File: src/rtl/alu_seq.sv
// Registered ALU with NZCV flags, carry-chained ADC/SBC and a shift-add
// unsigned multiplier; one-cycle ops complete in IDLE, MUL runs WIDTH cycles.
module alu_seq #(
  parameter int unsigned WIDTH = 8
) (
  input  logic             clk,
  input  logic             rst,
  input  logic             start,
  input  logic [WIDTH-1:0] a,
  input  logic [WIDTH-1:0] b,
  input  logic [2:0]       op,
  output logic             ready,
  output logic             done,
  output logic [WIDTH-1:0] result,
  output logic             flag_n,
  output logic             flag_z,
  output logic             flag_c,
  output logic             flag_v
);

  localparam int unsigned W1  = WIDTH + 1;
  localparam int unsigned PW  = 2 * WIDTH;
  localparam int unsigned CW  = $clog2(WIDTH + 1);
  localparam int unsigned MSB = WIDTH - 1;

  localparam logic [2:0] OP_ADD = 3'd0;
  localparam logic [2:0] OP_SUB = 3'd1;
  localparam logic [2:0] OP_AND = 3'd2;
  localparam logic [2:0] OP_OR  = 3'd3;
  localparam logic [2:0] OP_XOR = 3'd4;
  localparam logic [2:0] OP_ADC = 3'd5;
  localparam logic [2:0] OP_SBC = 3'd6;
  localparam logic [2:0] OP_MUL = 3'd7;

  typedef enum logic {IDLE, MUL_RUN} state_t;

  state_t           state;
  logic [PW-1:0]    mcand;
  logic [WIDTH-1:0] mplr;
  logic [PW-1:0]    acc;
  logic [CW-1:0]    cnt;

  logic             cin;
  logic [WIDTH:0]   ext;
  logic [WIDTH-1:0] alu_res;
  logic             alu_c;
  logic             alu_v;
  logic [PW-1:0]    acc_step;

  // Single-cycle datapath; carry-in is the flag registered before this accept.
  always_comb begin
    ext     = '0;
    alu_res = '0;
    alu_c   = 1'b0;
    alu_v   = 1'b0;
    cin     = (op == OP_ADC || op == OP_SBC) ? flag_c : 1'b0;
    case (op)
      OP_ADD, OP_ADC: begin
        ext     = {1'b0, a} + {1'b0, b} + W1'(cin);
        alu_res = ext[WIDTH-1:0];
        alu_c   = ext[WIDTH];
        alu_v   = (a[MSB] == b[MSB]) && (alu_res[MSB] != a[MSB]);
      end
      OP_SUB, OP_SBC: begin
        // Bit WIDTH of the (WIDTH+1)-bit difference is the borrow.
        ext     = {1'b0, a} - {1'b0, b} - W1'(cin);
        alu_res = ext[WIDTH-1:0];
        alu_c   = ext[WIDTH];
        alu_v   = (a[MSB] != b[MSB]) && (alu_res[MSB] != a[MSB]);
      end
      OP_AND:  alu_res = a & b;
      OP_OR:   alu_res = a | b;
      OP_XOR:  alu_res = a ^ b;
      default: alu_res = '0;
    endcase
  end

  assign acc_step = acc + (mplr[0] ? mcand : '0);

  always_ff @(posedge clk) begin
    if (rst) begin
      state  <= IDLE;
      ready  <= 1'b1;
      done   <= 1'b0;
      result <= '0;
      flag_n <= 1'b0;
      flag_z <= 1'b0;
      flag_c <= 1'b0;
      flag_v <= 1'b0;
      mcand  <= '0;
      mplr   <= '0;
      acc    <= '0;
      cnt    <= '0;
    end else begin
      done <= 1'b0;
      case (state)
        IDLE: begin
          if (start) begin
            if (op == OP_MUL) begin
              mcand <= PW'(a);
              mplr  <= b;
              acc   <= '0;
              cnt   <= CW'(WIDTH);
              ready <= 1'b0;
              state <= MUL_RUN;
            end else begin
              result <= alu_res;
              flag_n <= alu_res[MSB];
              flag_z <= (alu_res == '0);
              flag_c <= alu_c;
              flag_v <= alu_v;
              done   <= 1'b1;
            end
          end
        end
        MUL_RUN: begin
          acc   <= acc_step;
          mcand <= mcand << 1;
          mplr  <= mplr >> 1;
          cnt   <= cnt - CW'(1);
          if (cnt == CW'(1)) begin
            result <= acc_step[WIDTH-1:0];
            flag_n <= acc_step[MSB];
            flag_z <= (acc_step[WIDTH-1:0] == '0);
            flag_c <= (acc_step[PW-1:WIDTH] != '0);
            flag_v <= 1'b0;
            done   <= 1'b1;
            ready  <= 1'b1;
            state  <= IDLE;
          end
        end
        default: begin
          state <= IDLE;
          ready <= 1'b1;
        end
      endcase
    end
  end

endmodule

File: config.mk
export PLATFORM = sky130hd
export DESIGN_NAME = alu_seq
export DESIGN_NICKNAME = d
export VERILOG_FILES = /design/src/rtl/alu_seq.sv
export SDC_FILE = /design/constraint.sdc
export NUM_CORES = 1
export LEC_CHECK = 0
export CAP_MARGIN = 20
export CORE_UTILIZATION = 45
export DETAILED_ROUTE_END_ITERATION = 6
export PLACE_DENSITY = 0.72
export REMOVE_ABC_BUFFERS = 1
export SLEW_MARGIN = 20
export SYNTH_ARGS = -nofsm -noshare
export SYNTH_HDL_FRONTEND = slang
export SYNTH_SLANG_ARGS = --single-unit
File: constraint.sdc
create_clock -name clk -period 4.31 [get_ports clk]
set_input_delay 1.0775 -clock clk [delete_from_list [all_inputs] [get_ports clk]]
set_output_delay 1.0775 -clock clk [all_outputs]
set_load 0.01 [all_outputs]
# ---- Yosys cells after proc, flatten, opt, wreduce, memory -nomap -nowiden
# Index checks and enable logic that the tools add are counted.
# Widths: inputs -> output; s select.
dict set report classes {
  mux 49
  n_addsub 6
  bitwise 4
  reduce_logical 12
  n_eq_ne 16
}
# operator n
set ops {}
lappend ops {{$mux 16} 5}
lappend ops {{$pmux 16 s2} 2}
lappend ops {{$mux 8} 5}
lappend ops {{$pmux 8 s5} 1}
lappend ops {{$pmux 8 s2} 2}
lappend ops {{$mux 1} 22}
lappend ops {{$pmux 1 s2} 9}
lappend ops {{$add 16x16->16} 1}
lappend ops {{$logic_not 8->1} 2}
lappend ops {{$eq 3x3->1 const B} 4}
lappend ops {{$add 8x8->9} 1}
lappend ops {{$add 9x1->9} 1}
lappend ops {{$sub 8x8->9} 1}
lappend ops {{$sub 9x1->9} 1}
lappend ops {{$and 8x8->8} 1}
lappend ops {{$mux 4} 2}
lappend ops {{$or 8x8->8} 1}
lappend ops {{$pmux 4 s2} 1}
lappend ops {{$reduce_bool 8->1} 1}
lappend ops {{$xor 8x8->8} 1}
lappend ops {{$eq 3x2->1 const B} 2}
lappend ops {{$ne 2x2->1 const B} 3}
lappend ops {{$reduce_and 3->1} 2}
lappend ops {{$eq 4x1->1 const B} 1}
lappend ops {{11 further kinds} 15}
dict set report totals {
  output_inout_bits 14
  word_cells 99
  input_bits 22
  ff_bits 59
}

# ---- Longest topological paths before layout
dict set report depth {
  ltp_word 10
  ltp_mapped 15
  depth_no_buf 13
}

# ---- Worst setup path after synthesis
# No wires, ideal clock.
dict set report synth_timing {
  path_type {in2reg}
  from {in op[0]}
  to {reg flag_n}
  setup_time_ns 0.132
  arrival_ns 3.762
  cell_stages 15
  setup_slack_ns 0.417
  t_required_ns 4.178
  n_path_buf 2
  path_cell_list {clkbuf_1 -> buf_2 -> xor2_1 -> nand3_1 -> inv_1 -> fa_1 -> inv_1 -> ha_1 -> o21ai_0 -> a211oi_1 -> a21o_1 -> a21oi_1 -> xnor2_1 -> a2111oi_0 -> o21ai_0}
}
dict set report synth_between {
  elab_chain_len 8
  word_cells_on_any_way 20
  cone_classes {add/sub: 2; eq/ne: 8; mux: 5; reduce/logical: 5}
}
# item line_no
set synth_rtl {}
lappend synth_rtl {{start: declaration} 11} ;# input logic [2:0] op,
lappend synth_rtl {{$eq 3x3->1 (on tied branches)} -}
lappend synth_rtl {{$logic_or 1x1->1} 56} ;# cin = (op == OP_ADC || op == OP_SBC) ? flag_c : 1'b0;
lappend synth_rtl {{$mux 1} 56}
lappend synth_rtl {{$sub 9x1->9 or $add 9x1->9 (tied branches)} {66, 59}}
lappend synth_rtl {{$pmux 8 s5} 57} ;# case (op)
lappend synth_rtl {{$mux 1} 99} ;# if (op == OP_MUL) begin
lappend synth_rtl {{$mux 1} 98} ;# if (start) begin
lappend synth_rtl {{$pmux 1 s2} 96} ;# case (state)
lappend synth_rtl {{end signal: assignment} 108} ;# flag_n <= alu_res[MSB];
lappend synth_rtl {{end signal: assignment} 123} ;# flag_n <= acc_step[MSB];
lappend synth_rtl {{end: declaration} 15} ;# output logic flag_n,
# Parallel ways exist; a longest one is shown, timed or not. The select of a mux whose other input is x is not followed.
# A chain may end at the register's enable or synchronous reset.

# ---- Final worst setup path
dict set report layout_timing {
  from {in op[1]}
  to {reg flag_n}
}
# Same word-level chain as after synthesis.

==> flow_metrics.env <==
export IMPL_outcome="finished clean"
export IMPL_clock_tree_buffer_depth=2
export IMPL_min_period_ns=3.957
export IMPL_pin_count=36
export IMPL_grtUsageTotal=0.2373
export IMPL_ys_top_cells_by_area="dfxtp_1 (25%), ha_1 (13%), a21oi_1 (8.6%)"
export IMPL_firstDrtPassIters=7
export IMPL_fin_crit_sh=0.9181
export IMPL_die_w_um=102.9
export IMPL_coreArea_sq_mm=0.009819
export IMPL_drc=0
export IMPL_leakagePower_uw=0.002343
export IMPL_insertion_delay_ns=0.34
export IMPL_synth_seq_cells=58
export IMPL_antenna_found_initial=0
export IMPL_peakVddDrop_uv=139.1
export IMPL_ys_top_cells_by_count="nor2_1 (95), a21oi_1 (79), dfxtp_1 (58)"
export IMPL_crit_path_end_kind="flop"
export IMPL_antenna_cells=0
export IMPL_syn_to_final_growth_pct=14.74
export IMPL_slew_limit_headroom=0.4132
export IMPL_maxCapViolations=0
export IMPL_grt_pass1_vias=4123
export IMPL_cts_reportedPaths_clkPinSlew_ns=0.06
export IMPL_vias=4377
export IMPL_cts_root_buf="clkbuf_8"
export IMPL_grt_remaining_overflow=0
export IMPL_yosysTopAreaCellShare=0.2533
export IMPL_p_per_area_mw_per_mm2=267.7
export IMPL_setup_slack_ns=0.3529
export IMPL_avgRoutedWirePerCell_um=15.40
export IMPL_final_area_sq_mm=0.005259
export IMPL_cp_required_ns=4.52
export IMPL_fmax_mhz=252.7
export IMPL_stdcell_count=774
export IMPL_synth_most_common_cell="nor2_1"
export IMPL_cp_data_arrival_time_ns=4.16
export IMPL_cts_max_level=3
export IMPL_hold_viol_final=0
export IMPL_place_ws_ns=0.01496
export IMPL_rsz0062_at_grt="no"
export IMPL_async_flop_share=0
export IMPL_hold_path_class="flop to flop"
export IMPL_ctsHoldBuffers=0
export IMPL_dp_cells=758
export IMPL_maxSlewViolCount=0
export IMPL_min_to="result[2]$_SDFFE_PP0P_"
export IMPL_cts_setup_buffers=0
export IMPL_synth_ff_type="dfxtp_1"
export IMPL_cts_sinks=58
export IMPL_register_area_sq_mm=0.001162
export IMPL_yosysWarnings=0
export IMPL_cts_tree="done"
export IMPL_setup_violations_final=0
export IMPL_fp_dieH_um=102.9
export IMPL_hp_start="result[2]$_SDFFE_PP0P_"
export IMPL_cts_made_buffers=9
export IMPL_r2r_start="mplr[0]$_SDFFE_PP0P_"
export IMPL_cp_start_kind="input port"
export IMPL_first_iter_violations=438
export IMPL_drive_gt1_frac=0.05460
export IMPL_nFillCells=1000
export IMPL_fin_nets=710
export IMPL_placed_cell_area_sq_mm=0.005061
export IMPL_cp_top_family="compound AO/OA/AOI/OAI gates"
export IMPL_holdPathStages=2
export IMPL_crit_slowest_cell="fa_1"
export IMPL_dpl_hpwl_um=8837
export IMPL_worst_pin_slew_ns=0.8802
export IMPL_ctsResizeCount=0
export IMPL_ys_types=56
export IMPL_cp_buffers_inverters=3
export IMPL_postSynthCellCount=610
export IMPL_p_total_uw=1408
export IMPL_num_rows=36
export IMPL_yosysSeqAreaShare=0.2533
export IMPL_postRouteWirelength_um=11920
export IMPL_synth_edf_count=0
export IMPL_grt_max_degree=60
export IMPL_netlist_area_sq_mm=0.004583
export IMPL_start_util=0.4667
export IMPL_regToRegSetupSlack_ns=0.95
export IMPL_rr_worst_depth=10
export IMPL_synth_area_per_cell_sq_um=7.513
export IMPL_max_stage_delay_ns=0.52
export IMPL_crit_type="input port to flop"
export IMPL_synth_top_area_cell="dfxtp_1"
export IMPL_multi_input_area_sq_mm=0.003158
export IMPL_port_buffer_count=35
export IMPL_gp_congestion=0.9182
export IMPL_drt_vias_per_instance=5.655
export IMPL_reg2reg_to="flag_c$_SDFFE_PP0P_"
export IMPL_ant_nets=0
export IMPL_skew_ns=0.01149
export IMPL_crit_chain="clkdlybuf4s50_1, xor2_1, nand3_1, inv_1, fa_1, inv_1, ha_1, o21ai_0, a211oi_1, a21o_1, a21oi_1, xnor2_1, a2111oi_0, o21ai_0"
export IMPL_worstPathMaxFanout=3
export IMPL_grt_pass1_wl_um=19620
export IMPL_fin_setup_tns_ns=0
export IMPL_die_area_sq_mm=0.01059
[sequential cells by signal, summed over array words and instances (netlist names)]
name and cells:
ready 1, acc 16, state 1, flag_v 1
mcand 16, flag_z 1, flag_n 1, flag_c 1
done 1, cnt 4, mplr 8, result 7
[worst min-delay path: stages, from the launching register on]
cell	delay (ns)
dfxtp_1	0.32
nand2_1	0.06
a21oi_1	0.05
[layout by cell type (no fill, tap or decap), types with 4 or more instances in the layout]
| master | count |
|---|---|
| nand3b_1 | 5 |
| a211oi_1 | 11 |
| nand2_1 | 28 |
| or2_2 | 4 |
| ha_1 | 47 |
| inv_1 | 34 |
| nor2_1 | 95 |
| and3_1 | 17 |
| nor3_1 | 16 |
| fa_1 | 5 |
| nand4_1 | 5 |
| o21a_1 | 6 |
| mux2i_1 | 8 |
| clkdlybuf4s50_1 | 34 |
| buf_4 | 13 |
| o31ai_1 | 4 |
| or3_1 | 5 |
| a21o_1 | 8 |
| and2_1 | 17 |
| clkbuf_8 | 11 |
| a31oi_1 | 9 |
| o21ai_0 | 24 |
| dfxtp_1 | 57 |
| nand2b_1 | 7 |
| a21oi_1 | 79 |
| nand3_1 | 16 |
| xnor2_1 | 10 |
| xor2_1 | 14 |
[stage by stage]
step / util / hold slack [ns]
final: 0.5356 / 0.4776
after global routing: 0.5356 / 0.4942
after CTS: 0.5356 / 0.4781
after detailed placement: 0.5154 / 0.4704
after global placement: 0.5154 / 0.4557
after floorplan: - / 0.4345
[power by group]
part	switching [uW]	total, uW	internal (uW)
sequential	12.9	565	552
combinational	179	324	145
clock	220	519	299
[layer usage]
metal	up-vias	share of wire	GRT usage
met5	-	0	0
met3	20	0.058	0.04542
met4	0	0.022	0.08451
li1	2198	-	-
met2	139	0.46	0.3836
met1	2020	0.46	0.3153
[cells by family after synthesis]
| family | synth area share |
|---|---|
| adders and majority gates | 0.1502 |
| AOI/OAI and AO/OA | 0.2255 |
| muxes | 0.01993 |
| xor gates and xnor gates | 0.05078 |
| buffers and inverters | 0.05760 |
| and+or+nand+nor | 0.2427 |
| DFF | 0.2533 |
[worst max-delay path by stage]
stage	from	to	cells after the start
floorplan	state$_SDFF_PP0_	flag_z$_SDFFE_PP0P_	6
global placement	op[1]	flag_n$_SDFFE_PP0P_	14
detailed placement	op[1]	flag_n$_SDFFE_PP0P_	14
CTS	op[1]	flag_n$_SDFFE_PP0P_	14
global route	op[1]	flag_n$_SDFFE_PP0P_	14
finish	op[1]	flag_n$_SDFFE_PP0P_	14
[cell type report]
| cell class | instances | area share |
|---|---|---|
| Multi-Input combinational cell | 484 | 0.6005 |
| Sequential cell | 58 | 0.2210 |
| Timing Repair Buffer | 48 | 0.08423 |
| Tap cell | 133 | 0.03164 |
| Clock buffer | 14 | 0.03093 |
| Inverter | 35 | 0.02498 |
| Clock inverter | 2 | 0.006662 |
Note: power is estimated with default switching activity, not from simulation.
